==> src/rtl/hazard_ctrl.sv <==
// hazard_ctrl: pipeline sequencer for the 5-stage core.
// Generates the write-enable, flush and bubble controls for PC, IF/ID, ID/EX,
// EX/MEM and MEM/WB. It handles four situations:
//   - the post-reset scrub of the pipeline registers
//   - load-use stalls
//   - taken-branch flushes
//   - data-memory wait states, with a watchdog that halts the core on timeout
// The pipeline registers have no reset of their own, so the scrub phase is
// what makes them safe.
//
// Parameters:
//   INIT_CYCLES  scrub cycles after reset release (1..15)
//   MEM_TIMEOUT  maximum MEM_WAIT cycles before halt (1..255)
// Ports:
//   clk_i, rst_n_i                       clock (rising edge), async active-low reset
//   rs_id_i, rt_id_i, uses_rs_i, uses_rt_i  source registers of the ID instruction
//   memread_ex_i, rd_ex_i                EX instruction is a load, and its destination
//   branch_taken_i                       branch resolved taken in ID
//   dmem_req_i, dmem_ack_i               data memory handshake in MEM
//   pc_write_o .. exmem_write_o          stage write enables (0 = hold)
//   ifid_flush_o, idex_bubble_o, memwb_bubble_o  NOP / zero-control injection
//   err_o                                sticky memory timeout
//   state_o                              0=INIT 1=RUN 2=MEM_WAIT 3=HALT
//   stall_cnt_o, flush_cnt_o             performance counters
// Build option:
//   HAZARD_PERF_EN  enables the performance counters. Without it, both
//                   counter ports are tied to 0.
module hazard_ctrl #(
  parameter int unsigned INIT_CYCLES = 4,
  parameter int unsigned MEM_TIMEOUT = 255
) (
  input  logic        clk_i,
  input  logic        rst_n_i,
  input  logic [4:0]  rs_id_i,
  input  logic [4:0]  rt_id_i,
  input  logic        uses_rs_i,
  input  logic        uses_rt_i,
  input  logic        memread_ex_i,
  input  logic [4:0]  rd_ex_i,
  input  logic        branch_taken_i,
  input  logic        dmem_req_i,
  input  logic        dmem_ack_i,
  output logic        pc_write_o,
  output logic        ifid_write_o,
  output logic        idex_write_o,
  output logic        exmem_write_o,
  output logic        ifid_flush_o,
  output logic        idex_bubble_o,
  output logic        memwb_bubble_o,
  output logic        err_o,
  output logic [1:0]  state_o,
  output logic [31:0] stall_cnt_o,
  output logic [31:0] flush_cnt_o
);

  typedef enum logic [1:0] {
    S_INIT     = 2'd0,
    S_RUN      = 2'd1,
    S_MEM_WAIT = 2'd2,
    S_HALT     = 2'd3
  } state_t;

  localparam logic [3:0] INIT_LAST = 4'(INIT_CYCLES - 1);
  localparam logic [7:0] WAIT_LAST = 8'(MEM_TIMEOUT);

  state_t     state, state_next;
  logic [3:0] init_cnt, init_cnt_next;
  logic [7:0] wait_cnt, wait_cnt_next;
  logic       err, err_next;

  logic mem_stall;
  logic load_use;
  logic freeze;
  logic run_rules;

  assign mem_stall = dmem_req_i && !dmem_ack_i;
  assign load_use  = memread_ex_i && (rd_ex_i != 5'd0) &&
                     ((uses_rs_i && (rs_id_i == rd_ex_i)) ||
                      (uses_rt_i && (rt_id_i == rd_ex_i)));

  // State register
  always_ff @(posedge clk_i or negedge rst_n_i) begin
    if (!rst_n_i) begin
      state    <= S_INIT;
      init_cnt <= '0;
      wait_cnt <= '0;
      err      <= 1'b0;
    end else begin
      state    <= state_next;
      init_cnt <= init_cnt_next;
      wait_cnt <= wait_cnt_next;
      err      <= err_next;
    end
  end

  // Next-state logic
  always_comb begin
    state_next    = state;
    init_cnt_next = init_cnt;
    wait_cnt_next = wait_cnt;
    err_next      = err;
    unique case (state)
      S_INIT: begin
        if (init_cnt == INIT_LAST) state_next = S_RUN;
        else                       init_cnt_next = init_cnt + 4'd1;
      end
      S_RUN: begin
        if (mem_stall) begin
          state_next    = S_MEM_WAIT;
          wait_cnt_next = 8'd1;
        end
      end
      S_MEM_WAIT: begin
        // An ack that arrives on the timeout cycle takes priority over the halt.
        if (dmem_ack_i) begin
          state_next = S_RUN;
        end else if (wait_cnt == WAIT_LAST) begin
          state_next = S_HALT;
          err_next   = 1'b1;
        end else begin
          wait_cnt_next = wait_cnt + 8'd1;
        end
      end
      S_HALT: state_next = S_HALT;
      default: state_next = S_INIT;
    endcase
  end

  // Output logic
  // Freeze has the highest priority. The load-use and branch rules apply in RUN,
  // and in the MEM_WAIT cycle that receives the ack. That makes load-use
  // re-evaluate as soon as the freeze ends.
  assign freeze    = (state == S_HALT) ||
                     ((state == S_RUN) && mem_stall) ||
                     ((state == S_MEM_WAIT) && !dmem_ack_i);
  assign run_rules = !freeze && ((state == S_RUN) || (state == S_MEM_WAIT));

  always_comb begin
    pc_write_o     = 1'b1;
    ifid_write_o   = 1'b1;
    idex_write_o   = 1'b1;
    exmem_write_o  = 1'b1;
    ifid_flush_o   = 1'b0;
    idex_bubble_o  = 1'b0;
    memwb_bubble_o = 1'b0;
    if (state == S_INIT) begin
      pc_write_o     = 1'b0;
      ifid_flush_o   = 1'b1;
      idex_bubble_o  = 1'b1;
      memwb_bubble_o = 1'b1;
    end else if (freeze) begin
      pc_write_o     = 1'b0;
      ifid_write_o   = 1'b0;
      idex_write_o   = 1'b0;
      exmem_write_o  = 1'b0;
      memwb_bubble_o = 1'b1;
    end else if (run_rules) begin
      if (load_use) begin
        // The branch flush is held back; the branch is evaluated again next cycle.
        pc_write_o    = 1'b0;
        ifid_write_o  = 1'b0;
        idex_bubble_o = 1'b1;
      end else if (branch_taken_i) begin
        ifid_flush_o = 1'b1;
      end
    end
  end

  assign err_o   = err;
  assign state_o = state;

`ifdef HAZARD_PERF_EN
  logic [31:0] stall_cnt, flush_cnt;

  always_ff @(posedge clk_i or negedge rst_n_i) begin
    if (!rst_n_i) begin
      stall_cnt <= '0;
      flush_cnt <= '0;
    end else begin
      if (!pc_write_o && ((state == S_RUN) || (state == S_MEM_WAIT)))
        stall_cnt <= stall_cnt + 32'd1;
      if (ifid_flush_o && (state == S_RUN))
        flush_cnt <= flush_cnt + 32'd1;
    end
  end

  assign stall_cnt_o = stall_cnt;
  assign flush_cnt_o = flush_cnt;
`else
  assign stall_cnt_o = '0;
  assign flush_cnt_o = '0;
`endif

endmodule

==> config.mk <==
export PLATFORM = sky130hd
export DESIGN_NAME = hazard_ctrl
export DESIGN_NICKNAME = d
export VERILOG_FILES = /design/src/rtl/hazard_ctrl.sv
export SDC_FILE = /design/constraint.sdc
export NUM_CORES = 1
export LEC_CHECK = 0
export CORE_ASPECT_RATIO = 1.1
export CORE_MARGIN = 10
export CORE_UTILIZATION = 39
export CTS_BUF_LIST = sky130_fd_sc_hd__clkbuf_8
export DETAILED_ROUTE_END_ITERATION = 7
export GPL_TIMING_DRIVEN = 0
export HOLD_SLACK_MARGIN = 0.03
export MAX_ROUTING_LAYER = met4
export PLACE_DENSITY = 0.87
export SETUP_SLACK_MARGIN = 0.1
export SYNTH_ARGS = -nofsm -noshare
export SYNTH_HDL_FRONTEND = slang
export SYNTH_SLANG_ARGS = --single-unit
==> constraint.sdc <==
create_clock -name clk_i -period 2.4 [get_ports clk_i]
set_input_delay 0.48 -clock clk_i [delete_from_list [all_inputs] [get_ports clk_i]]
set_output_delay 0.48 -clock clk_i [all_outputs]
set_load 0.05 [all_outputs]
==> flow_metrics.env, run 1 <==
export IMPL_cts_tree="yes"
export IMPL_critical_path_class="in -> out"
export IMPL_setup_violations_final=0
export IMPL_cts_buffers=3
export IMPL_synth_fa_ha_area_share_pct=5.43
export IMPL_max_freq_mhz=437
export IMPL_relSlewSlack_pct=54.3
export IMPL_worstSetupStartpointType="input pin"
export IMPL_postSynthAreaPerCell_um2=8.58
export IMPL_timing_rr_start="state_o[1]"
export IMPL_min_to="err_o"
export IMPL_synth_cells=188
export IMPL_p_per_area_nw_per_um2=356
export IMPL_die_y_um=87.4
export IMPL_seq_power_share_pct=30.6
export IMPL_start_util_pct=40.4
export IMPL_clock_power_share_pct=24.0
export IMPL_viasPerCell=4.12
export IMPL_dp_cells=335
export IMPL_rsz0062_at_grt="yes"
export IMPL_synth_warnings=0
export IMPL_cts_hold_buf=0
export IMPL_outcome="complete, no violations"
export IMPL_place_gp_congestion=0.797
export IMPL_yosys_area_share_xor_xnor_pct=6.52
export IMPL_min_delay_start="err_o"
export IMPL_cp_required_ns=1.92
export IMPL_synth_edf_count=0
export IMPL_seq_area_frac_synth_pct=23.3
export IMPL_ys_types=41
export IMPL_fin_skew_ns=0.00306
export IMPL_synth_flop_cell="dfrtp_1"
export IMPL_grt_pass1_wl_mm=6.11
export IMPL_synth_top_family_by_area="buffers and inverters"
export IMPL_syn_area_um2=1610
export IMPL_fp_dieArea_um2=7110
export IMPL_synth_most_common_cell="buf_4"
export IMPL_insertion_delay_ns=0.26
export IMPL_clkTransAtPathRegs_ns=0.06
export IMPL_n_antenna_cell=0
export IMPL_grt_start_max_net_pins=16
export IMPL_p_sw_share_pct=43.1
export IMPL_setup_tns_ns=0
export IMPL_port_buffers=32
export IMPL_ctsRootBufferMaster="clkbuf_8"
export IMPL_drc=0
export IMPL_pin_count=97
export IMPL_ff2ff_path_depth=7
export IMPL_hold_viol=0
export IMPL_drv_cap=0
export IMPL_die_width_um=81.3
export IMPL_synth_commonest_cells="buf_4, dfrtp_1, nand2_1"
export IMPL_clock_sinks=15
export IMPL_ir_drop_uv=176
export IMPL_via_count=1422
export IMPL_crit_family="simple AND/OR/NAND/NOR gates"
export IMPL_synth_top_area_share_pct=30.3
export IMPL_final_nets=324
export IMPL_rr_endpoint="wait_cnt[3]"
export IMPL_place_ws_ns=-0.991
export IMPL_power_internal_w=0.000493
export IMPL_synth_compound_area_share_pct=12.8
export IMPL_wl_mm=4.12
export IMPL_power_leakage_nw=1.29
export IMPL_end_kind="output port"
export IMPL_stdcell_count=345
export IMPL_synth_largest_area_cell="buf_4"
export IMPL_crit_path_max_incr_delay_ns=0.52
export IMPL_reg2reg_slack_ns=0.52
export IMPL_cts_max_path_buffers=2
export IMPL_crit_path_top_delay_cell="or4_4"
export IMPL_synthTopCellsByArea="buf_4, dfrtp_1, xnor2_1"
export IMPL_synth_seq_cells=15
export IMPL_power_frac_comb_pct=45.5
export IMPL_synthSimpleGateAreaFrac_pct=17.1
export IMPL_drive_above_1_share_pct=38.2
export IMPL_htree_levels=1
export IMPL_drt_iter0_markers=96
export IMPL_period_minus_slack_ns=2.29
export IMPL_dpl_hpwl_mm=3.46
export IMPL_coreArea_um2=3990
export IMPL_wl_per_cell_um=12.0
export IMPL_first_global_vias=1343
export IMPL_ant_nets=0
export IMPL_p_sw_w=0.000374
export IMPL_num_rows=24
export IMPL_crit_fanout=3
export IMPL_firstDrtPassIters=4
export IMPL_hold_class="reg -> reg"
export IMPL_overflow=0
export IMPL_async_reset_ff_share_pct=100
export IMPL_crit_buf_inv=3
export IMPL_finalCritPeriodShare_pct=95.3
export IMPL_worstPathArrival_ns=1.81
export IMPL_antenna_found_initial=0
export IMPL_grt_total_usage_pct=11.0
export IMPL_slew_viol_final=0
export IMPL_hold_depth=1
export IMPL_setup_slack_ns=0.113
export IMPL_worstMarginPinSlew_ns=0.683
export IMPL_synthMuxAreaShare_pct=2.56
export IMPL_crit_path_cell_trace="buf_2 -> or4_4 -> o21ai_4 -> buf_4 -> nor2_1 -> a21oi_2 -> buf_6"
export IMPL_areaGrowthSynthToFinish_pct=51.0
==> sequential cells by signal, summed over array words and instances, names as in the netlist <==
| signal | flops |
|---|---|
| err_o | 1 |
| init_cnt | 4 |
| state_o | 2 |
| wait_cnt | 8 |
==> cells by family after synthesis <==
| logic type | Yosys count |
|---|---|
| AO/OA/AOI/OAI | 30 |
| XOR/XNOR | 12 |
| adder cells (fa/ha/maj) | 7 |
| buffers and inverters | 71 |
| flip-flops | 15 |
| multiplexers | 4 |
| other | 1 |
| AND/OR/NAND/NOR | 48 |
==> per-stage QoR <==
stage	utilization, %	cell area (um^2)	hold slack (ns)	power, W
6_report	61.0	2440	0.464	0.000867
5_1_grt	61.0	2440	0.484	0.000905
4_1_cts	59.7	2380	0.478	0.000863
3_5_place_dp	57.1	2280	0.463	0.000651
3_3_place_gp	57.1	2280	0.453	0.000648
2_1_floorplan	-	1890	0.184	0.000597
==> routing by layer <==
metal / part of all wire, % / track usage [%] / vias up
li1: - / - / 730
met1: 35 / 10.4 / 619
met2: 50 / 19.3 / 69
met3: 14 / 5.99 / 4
met4: 0.51 / 1.89 / 0
met5: 0 / - / -
==> cell usage in the layout (no fill, tap or decap), drive strengths merged, types with 2 or more instances in the layout <==
| cell | Yosys | routed |
|---|---|---|
| dlymetal6s2s | 0 | 5 |
| dlygate4sd2 | 0 | 6 |
| or2 | 2 | 2 |
| nand2 | 13 | 13 |
| or3b | 2 | 2 |
| nand4 | 6 | 6 |
| or4 | 4 | 4 |
| nand3 | 4 | 4 |
| xnor2 | 12 | 12 |
| conb | 1 | 64 |
| nor2 | 5 | 5 |
| inv | 4 | 5 |
| a21o | 4 | 4 |
| clkdlybuf4s50 | 0 | 10 |
| o31ai | 6 | 6 |
| clkdlybuf4s15 | 0 | 2 |
| mux2i | 3 | 3 |
| ha | 7 | 7 |
| o21ai | 6 | 6 |
| nand2b | 4 | 4 |
| dfrtp | 15 | 15 |
| a21oi | 5 | 5 |
| buf | 66 | 82 |
| clkbuf | 1 | 3 |
==> final cells by class <==
cell class                 instances  area (um^2)
multi-input combinational        165         1070
timing repair buffer              38          363
fill                             368         1560
sequential                        15          378
inverter                           4         15.0
clock buffer                       3         41.3
buffer                            67          504
tap                               52         65.1
clock inverter                     1         3.75
==> worst max path at each step <==
stage	start	endpoint	slack, ns	cells after the start
after floorplan	state_o[1]	ifid_write_o	0.07	6
after global placement	rd_ex_i[0]	idex_bubble_o	-0.95	6
after detailed placement	rd_ex_i[0]	idex_bubble_o	-0.99	6
final	rd_ex_i[2]	ifid_flush_o	0.11	7
after global routing	rd_ex_i[4]	ifid_flush_o	0.07	7
after CTS	state_o[0]	pc_write_o	0.08	7
==> power groups by stage <==
stage          Sequential (W)  Clock (W)  Combinational (W)
2_1_floorplan        0.000267          0           0.000330
4_1_cts              0.000264   0.000211           0.000388
3_5_place_dp         0.000269          0           0.000382
3_3_place_gp         0.000268          0           0.000380
5_1_grt              0.000266   0.000224           0.000415
6_report             0.000265   0.000208           0.000394
==> timing repair <==
item,CTS,global route
buffers inserted,5,1
resized for setup,74,12
pin swaps,12,6
endpoints found under the setup margin,7,7
Power figures use the tool's default switching activity.
==> run 2: changes to the inputs <==
--- a/config.mk
+++ b/config.mk
@@ -11,7 +11,7 @@
 export CTS_BUF_LIST = sky130_fd_sc_hd__clkbuf_8
 export DETAILED_ROUTE_END_ITERATION = 7
 export GPL_TIMING_DRIVEN = 0
-export HOLD_SLACK_MARGIN = 0.03
+export HOLD_SLACK_MARGIN = 0.12
 export MAX_ROUTING_LAYER = met4
 export PLACE_DENSITY = 0.87
 export SETUP_SLACK_MARGIN = 0.1
==> results of run 2 <==
No change in the layout: final DEF, timing and power equal those of run 1.
